File: src/rtl/prog_loader.sv
// -----------------------------------------------------------------------------
// prog_loader
//
// Loads the CPU instruction memory from a byte stream. Bytes arrive over a
// valid/ready handshake and are paired big-endian into 16-bit words. Each word
// is written with a one-cycle strobe to consecutive addresses, starting at
// BASE_ADDR and wrapping modulo 256. A trailing 16-bit word is compared with
// the running sum of all written words (mod 2^16).
//
// Ports
//   clk         rising-edge clock
//   reset       synchronous, active-high reset
//   start       begin a load (honoured only in IDLE or DONE)
//   length      number of words to load, 0..256 (sampled with start)
//   byte_in     stream byte
//   byte_valid  byte_in is valid
//   byte_ready  loader accepts a byte this cycle
//   mem_addr    instruction-memory write address (registered)
//   mem_data    instruction-memory write data (registered)
//   mem_we      write strobe, one cycle per word
//   busy        load in progress (accepted start until DONE)
//   done        level, high in DONE
//   err         valid while done: bad length or checksum mismatch
// -----------------------------------------------------------------------------
module prog_loader #(
  parameter logic [7:0] BASE_ADDR = 8'h00
) (
  input  logic        clk,
  input  logic        reset,
  input  logic        start,
  input  logic [8:0]  length,
  input  logic [7:0]  byte_in,
  input  logic        byte_valid,
  output logic        byte_ready,
  output logic [7:0]  mem_addr,
  output logic [15:0] mem_data,
  output logic        mem_we,
  output logic        busy,
  output logic        done,
  output logic        err
);

  typedef enum logic [2:0] {
    S_IDLE,
    S_RX_HI,
    S_RX_LO,
    S_WRITE,
    S_CK_HI,
    S_CK_LO,
    S_DONE
  } state_t;

  state_t      state_q;
  logic [8:0]  len_q;
  logic [8:0]  count_q;
  logic [15:0] acc_q;
  logic [7:0]  hi_q;       // high byte of the word (or checksum) being assembled
  logic        ready_q;
  logic        we_q;
  logic [7:0]  addr_q;
  logic [15:0] data_q;
  logic        busy_q;
  logic        done_q;
  logic        err_q;

  logic        xfer;
  logic [8:0]  count_d;

  // ready_q is high exactly in the four receive states, so a transfer is
  // simply a valid byte while ready is shown.
  assign xfer    = byte_valid && ready_q;
  assign count_d = count_q + 9'd1;

  always_ff @(posedge clk) begin
    if (reset) begin
      state_q <= S_IDLE;
      len_q   <= '0;
      count_q <= '0;
      acc_q   <= '0;
      hi_q    <= '0;
      ready_q <= 1'b0;
      we_q    <= 1'b0;
      addr_q  <= BASE_ADDR;
      data_q  <= '0;
      busy_q  <= 1'b0;
      done_q  <= 1'b0;
      err_q   <= 1'b0;
    end else begin
      we_q <= 1'b0;
      case (state_q)
        S_IDLE, S_DONE: begin
          if (start) begin
            len_q   <= length;
            count_q <= '0;
            acc_q   <= '0;
            err_q   <= 1'b0;
            if (length > 9'd256) begin
              // Rejected load: report immediately, nothing is written.
              state_q <= S_DONE;
              done_q  <= 1'b1;
              err_q   <= 1'b1;
              busy_q  <= 1'b0;
              ready_q <= 1'b0;
            end else begin
              // An empty program goes straight to the checksum word.
              state_q <= (length == 9'd0) ? S_CK_HI : S_RX_HI;
              done_q  <= 1'b0;
              busy_q  <= 1'b1;
              ready_q <= 1'b1;
            end
          end
        end

        S_RX_HI: begin
          if (xfer) begin
            hi_q    <= byte_in;
            state_q <= S_RX_LO;
          end
        end

        S_RX_LO: begin
          if (xfer) begin
            // Address and data are registered here so they are stable for
            // the whole strobe cycle that follows.
            addr_q  <= BASE_ADDR + count_q[7:0];
            data_q  <= {hi_q, byte_in};
            we_q    <= 1'b1;
            ready_q <= 1'b0;
            state_q <= S_WRITE;
          end
        end

        S_WRITE: begin
          acc_q   <= acc_q + data_q;
          count_q <= count_d;
          ready_q <= 1'b1;
          state_q <= (count_d == len_q) ? S_CK_HI : S_RX_HI;
        end

        S_CK_HI: begin
          if (xfer) begin
            hi_q    <= byte_in;
            state_q <= S_CK_LO;
          end
        end

        S_CK_LO: begin
          if (xfer) begin
            err_q   <= ({hi_q, byte_in} != acc_q);
            done_q  <= 1'b1;
            busy_q  <= 1'b0;
            ready_q <= 1'b0;
            state_q <= S_DONE;
          end
        end

        default: begin
          state_q <= S_IDLE;
          ready_q <= 1'b0;
          busy_q  <= 1'b0;
          done_q  <= 1'b0;
        end
      endcase
    end
  end

  assign byte_ready = ready_q;
  assign mem_we     = we_q;
  assign mem_addr   = addr_q;
  assign mem_data   = data_q;
  assign busy       = busy_q;
  assign done       = done_q;
  assign err        = err_q;

endmodule

File: config.mk
export PLATFORM = sky130hd
export DESIGN_NAME = prog_loader
export DESIGN_NICKNAME = d
export VERILOG_FILES = /design/src/rtl/prog_loader.sv
export SDC_FILE = /design/constraint.sdc
export NUM_CORES = 1
export LEC_CHECK = 0
export CAP_MARGIN = 20
export CORE_ASPECT_RATIO = 2
export CORE_MARGIN = 2
export CORE_UTILIZATION = 25
export DETAILED_ROUTE_END_ITERATION = 6
export PLACE_DENSITY = 0.44
export SYNTH_ARGS = -nofsm -noshare
export SYNTH_HDL_FRONTEND = slang
export SYNTH_SLANG_ARGS = --single-unit
File: constraint.sdc
create_clock -name clk -period 4.8 [get_ports clk]
set_input_delay 0.96 -clock clk [delete_from_list [all_inputs] [get_ports clk]]
set_output_delay 0.96 -clock clk [all_outputs]
set_load 0.02 [all_outputs]
**Word-level counts from Yosys, hierarchy flattened**

Index checks and enable logic that the tools add are counted.

- Bitwise gates (word level): 3
- Equal/unequal tests: 14
- $add $sub $neg: 2
- Order comparisons: 1
- Reductions and logical operators: 18
- Muxes and demuxes: 25

Operator list:

| operator | number |
|---|---|
| $pmux W16 S2 | 1 |
| $mux W3 | 8 |
| $pmux W3 S6 | 1 |
| $pmux W9 S2 | 1 |
| $add A16 B16 Y16 | 1 |
| $mux W16 | 1 |
| $ne A16 B16 Y1 | 1 |
| $ne A2 B2 Y1 const B | 5 |
| $add A9 B1 Y9 const B | 1 |
| $eq A3 B3 Y1 const B | 3 |
| $eq A9 B9 Y1 | 1 |
| $gt A9 B9 Y1 const B | 1 |
| $logic_not A9 Y1 | 1 |
| $mux W9 | 1 |
| $reduce_and A3 Y1 | 3 |
| $mux W1 | 8 |
| $reduce_and A2 Y1 | 4 |
| $reduce_or A2 Y1 | 4 |
| $eq A3 B2 Y1 const B | 2 |
| $pmux W1 S3 | 2 |
| $reduce_and A5 Y1 | 1 |
| $pmux W1 S4 | 1 |
| $reduce_bool A2 Y1 | 2 |
| $reduce_or A4 Y1 | 1 |
| other kinds (6) | 8 |

- Logic and storage cells: 75
- Register bits after elaboration: 74

**Longest topological paths before layout**

- Word-level depth: 5
- Gate-level depth with buffers: 9
- Mapped depth without buffers: 9

**Worst setup path before layout**

No wires, ideal clock.

- Path kind: register to register
- From: register data_q[0], in the netlist mem_data[0]
- To: register acc_q[14]
- Arrival time: 2.197 ns
- Slack: 2.486 ns
- Cell stages (with the launch flop): 10
- Buffers on the path: 0
- Required time: 4.683 ns
- Clock period less this slack: 2.314 ns
- Path through: dfxtp_1 > ha_1 > fa_1 > a21o_1 > a221oi_2 > o2bb2ai_2 > o21ai_2 > o31ai_4 > xnor2_1 > a22o_1

- Longest elaborated chain between the ends: 2

Ends and longest elaborated chain:

| item | line | RTL |
|---|---|---|
| start, declared | 61 | `logic [15:0] data_q;` |
| start signal, assigned | 126 | `data_q <= {hi_q, byte_in};` |
| $add A16 B16 Y16 | 134 | `acc_q <= acc_q + data_q;` |
| $pmux W16 S2 | 90 | `case (state_q)` |
| end signal, assigned | 134 |  |
| end, declared | 56 | `logic [15:0] acc_q;` |

Every way passes these cells.
A chain may end at the register's enable or synchronous reset.

**Worst setup path in the final report**

- From: input length[1]
- To: register err_q, in the netlist err

- Longest elaborated chain between the ends: 4

Ends and longest elaborated chain:

| item | line | RTL |
|---|---|---|
| start, declared | 31 | `input logic [8:0] length,` |
| $gt A9 B9 Y1 | 97 | `if (length > 9'd256) begin` |
| $mux W1 | 97 |  |
| $mux W1 | 92 | `if (start) begin` |
| $pmux W1 S2 | 90 |  |
| end signal, assigned | 149 | `err_q <= ({hi_q, byte_in} != acc_q);` |
| end, declared | 64 | `logic err_q;` |

Every way passes these cells. The select of a mux whose other input is x is not followed.

==> summary.md <==
| Metric | Value |
|---|---|
| HP Class | reg2reg |
| Maximum operating frequency | 367.1 MHz |
| Clk root buf | clkbuf_16 |
| Clk pwr share | between 40% and 50% |
| Row cnt | 65 |
| Overall Global Routing Usage | 14.27% |
| Post-DP HPWL | ~8600 um |
| CTS-repair resized insts | 0 |
| Detail-routed via count per cell | ~4.8 |
| Antenna Violating Nets Remaining | 0 |
| Library cells used by synthesis | 49 |
| ANT cells | 0 |
| CP cell instances | clkdlybuf4s50_1, nor4_1, nand2_1, ha_1, a31o_2, a32oi_1, a41oi_1, a31oi_1, nor2_1 |
| Post-route cell area | approximately 0.005 mm^2 |
| Startpoint types | primary input |
| Post-Syn Instances | 500 |
| Wire per inst | 15.61 um |
| Htree depth | 3 |
| Clock skew | ~0.0083 ns |
| P_int | 1341 uW |
| Largest net degree at the start of global routing | 37 |
| Fin Setup TNS | 0 ns |
| Reg area | 0.001481 mm^2 |
| Drt first pass iters | 4 |
| Flop pwr share | between 30% and 40% |
| Max IR drop VDD | about 0.22 mV |
| WP depth | 9 |
| Async SR Flop Fraction | 0% |
| IO Pins | 50 |
| Comb pwr share | between 20% and 30% |
| Max Cap Viol | 0 |
| # DRC | 0 |
| Top_reg_cell synth | dfxtp_1 |
| CTS sink count | 74 |
| Fill count | 1,672 |
| TritonCTS clock tree | yes |
| Critical setup path kind | in2reg |
| Layout cell share with drive strength beyond 1 | 5.882% |
| Syn_nets | 539 |
| Routed wire length | 11,630 um |
| Synth Register Bits | 74 |
| CP required | 5.01 ns |
| Crit path largest cell delay | approximately 0.44 ns |
| Area delta synth->final | 25.64% |
| Post-Synthesis Cell Area | 0.003981 mm^2 |
| Worst-path fanout max | 7 |
| Max clock buf depth | 2 |
| Antenna violations before repair | 0 |
| Post-route minimum period | 2.724 ns |
| Hold depth | 2 |
| Delay-heaviest family, CP | compound AO/OA/AOI/OAI gates |
| Core Region | ~0.016 mm^2 |
| Chip width | about 93 um |
| Switching Share | 30.52% |
| # setup viols final | 0 |
| Clock Latency Late Sink | ~0.35 ns |
| Placer Congestion | 0.8591 |
| Initial Util | ~25% |
| Multi-input logic area | between 0.002 and 0.0025 mm^2 |
| Clock transition at path regs | around 0.060 ns |
| Worst Tran Pin Value | between 1 and 1.5 ns |
| Ys Warns | 0 |
| Final period utilization | a little under three fifths |
| 1st-iter DRT viols | ~150 |
| Post-synth EDFFs | 0 |
| Post-route setup slack | 2.076 ns |
| Via Count | roughly 3,600 |
| Worst path slowest cell | clkdlybuf4s50_1 |
| Seq/Total Area, Yosys | 37.21% |
| LEAKAGE | roughly 0.0019 uW |
| Dpl ws | between 1.5 and 2 ns |
| PD cells | approximately 390 mW/mm^2 |
| GRT Residual Overflow | 0 |
| Synth Area per Inst | 7.963 um^2 |
| Max-slew violations | 0 |
| Worst EP arrival | a little under 3 ns |
| TritonCTS Buffers | 9 |
| Reg2Reg Depth | 5 |
| Die Height | 182.5 um |
| Rel. slew slack | ~31% |
| CP Capture Type | register |
| Setup bufs post-CTS | 0 |
| DIE AREA | approximately 0.017 mm^2 |
| NumNets Final | around 580 |
| First-pass GRT wire length | ~19,000 um |
| Placed Area | 0.004649 mm^2 |
| Vias in the first global route | around 3,500 |
| RSZ-0062 raised after global routing | false |
| I/O Buffers | 49 |
| Sw power | 589.2 uW |
| Final Hold Vio Count | 0 |
| Critical path buffers and inverters | 1 |
| Final core utilization | a little under a third |
| # hold bufs at CTS | 0 |
| Run status | finished, final reports clean |
[power groups by stage]
stage                     combinational, uW  sequential [uW]  clock [uW]
after floorplan                         309              706           0
after global placement                  396              745           0
after detailed placement                400              747           0
after CTS                               401              734         818
after global routing                    449              745         841
final                                   396              732         802
[cells by family after synthesis]
family / after synthesis / synth area share, %
muxes: 10 / 2.514
DFF: 74 / 37.21
and+or+nand+nor: 202 / 22.47
buffers and inverters: 28 / 2.797
AOI/OAI and AO/OA: 121 / 18.82
adders and majority gates: 18 / 5.845
xor gates and xnor gates: 47 / 10.34
[area by class of cell]
type / instances / area share (%)
clock buffers: 11 / 5.053
multi-input cells: 398 / 47.85
inverters: 4 / 0.3001
repair buffers: 52 / 10.16
clock inverters: 5 / 2.001
flip-flops and latches: 74 / 29.61
well taps: 201 / 5.028
[worst register-to-register path: cells and delay by family (launching register included)]
kind	cells	cell delay (ns)
XOR/XNOR	1	0.35
flip-flops	1	0.82
AND/OR/NAND/NOR	3	1.17
AO/OA/AOI/OAI	1	0.23
[cell usage after synthesis, types with 6 or more instances]
| cell type | count | area [um^2] |
|---|---|---|
| nand2_1 | 103 | 386.6 |
| nand3_1 | 17 | 85.08 |
| nor2_1 | 40 | 150.1 |
| a22oi_1 | 6 | 45.04 |
| a21oi_1 | 60 | 300.3 |
| nor4_1 | 6 | 37.54 |
| dfxtp_1 | 74 | 1481 |
| mux2i_1 | 10 | 100.1 |
| a22o_1 | 6 | 52.55 |
| xor2_1 | 14 | 122.6 |
| clkbuf_1 | 17 | 63.81 |
| ha_1 | 17 | 212.7 |
| a21o_1 | 7 | 52.55 |
| o21ai_0 | 19 | 95.09 |
| a31oi_1 | 6 | 37.54 |
| nor3_1 | 7 | 35.03 |
| xnor2_1 | 33 | 289.0 |
[state kept, by name (all words and copies together), names as in the netlist]
| signal | cells |
|---|---|
| mem_we | 1 |
| count_q | 9 |
| err | 1 |
| byte_ready | 1 |
| hi_q | 8 |
| mem_data | 16 |
| done | 1 |
| busy | 1 |
| len_q | 9 |
| mem_addr | 8 |
| state_q | 3 |
| acc_q | 16 |
[worst paths after layout]
kind	slack, ns	start	endpoint
worst max register to register	2.17	state_q[1]	acc_q[14]
worst max-delay path	2.08	length[1]	err
worst min-delay path	0.46	mem_addr[0]	mem_addr[0]
worst min register to register	0.46	mem_addr[0]	mem_addr[0]
[routing by layer]
metal | GRT usage, % | vias up | share of wire (%)
met1 | 15.70 | 1678 | 41
met3 | 2.766 | 14 | 2.5
met5 | 0 | - | 0
met2 | 25.84 | 59 | 54
met4 | 6.412 | 0 | 2.1
li1 | - | 1817 | -
[per-stage QoR]
stage | std cells | total power (uW) | hold slack, ns
2_1_floorplan | 500 | 1015 | 0.4478
3_3_place_gp | 729 | 1142 | 0.4495
3_5_place_dp | 729 | 1147 | 0.4523
4_1_cts | 745 | 1953 | 0.4603
5_1_grt | 745 | 2035 | 0.4848
6_report | 745 | 1931 | 0.4559
[cells in the final DEF, fill, tap and decap left out, types with 4 or more instances in the layout]
cell               n
clkdlybuf4s50_1   48
and3_1             4
dfxtp_1           74
nor2_1            40
a22o_1             6
nor2b_1            4
xnor2_1           33
nor3_1             6
nand2_1          103
a22oi_1            6
a31oi_1            6
ha_1              17
inv_1              4
a21oi_1           60
nor4_1             6
nand3_1           17
o21ai_0           19
a21o_1             7
nand4_1            4
mux2i_1           10
or3_1              4
clkbuf_16          9
xor2_1            14
No activity file was read; power rests on OpenSTA's default activity.
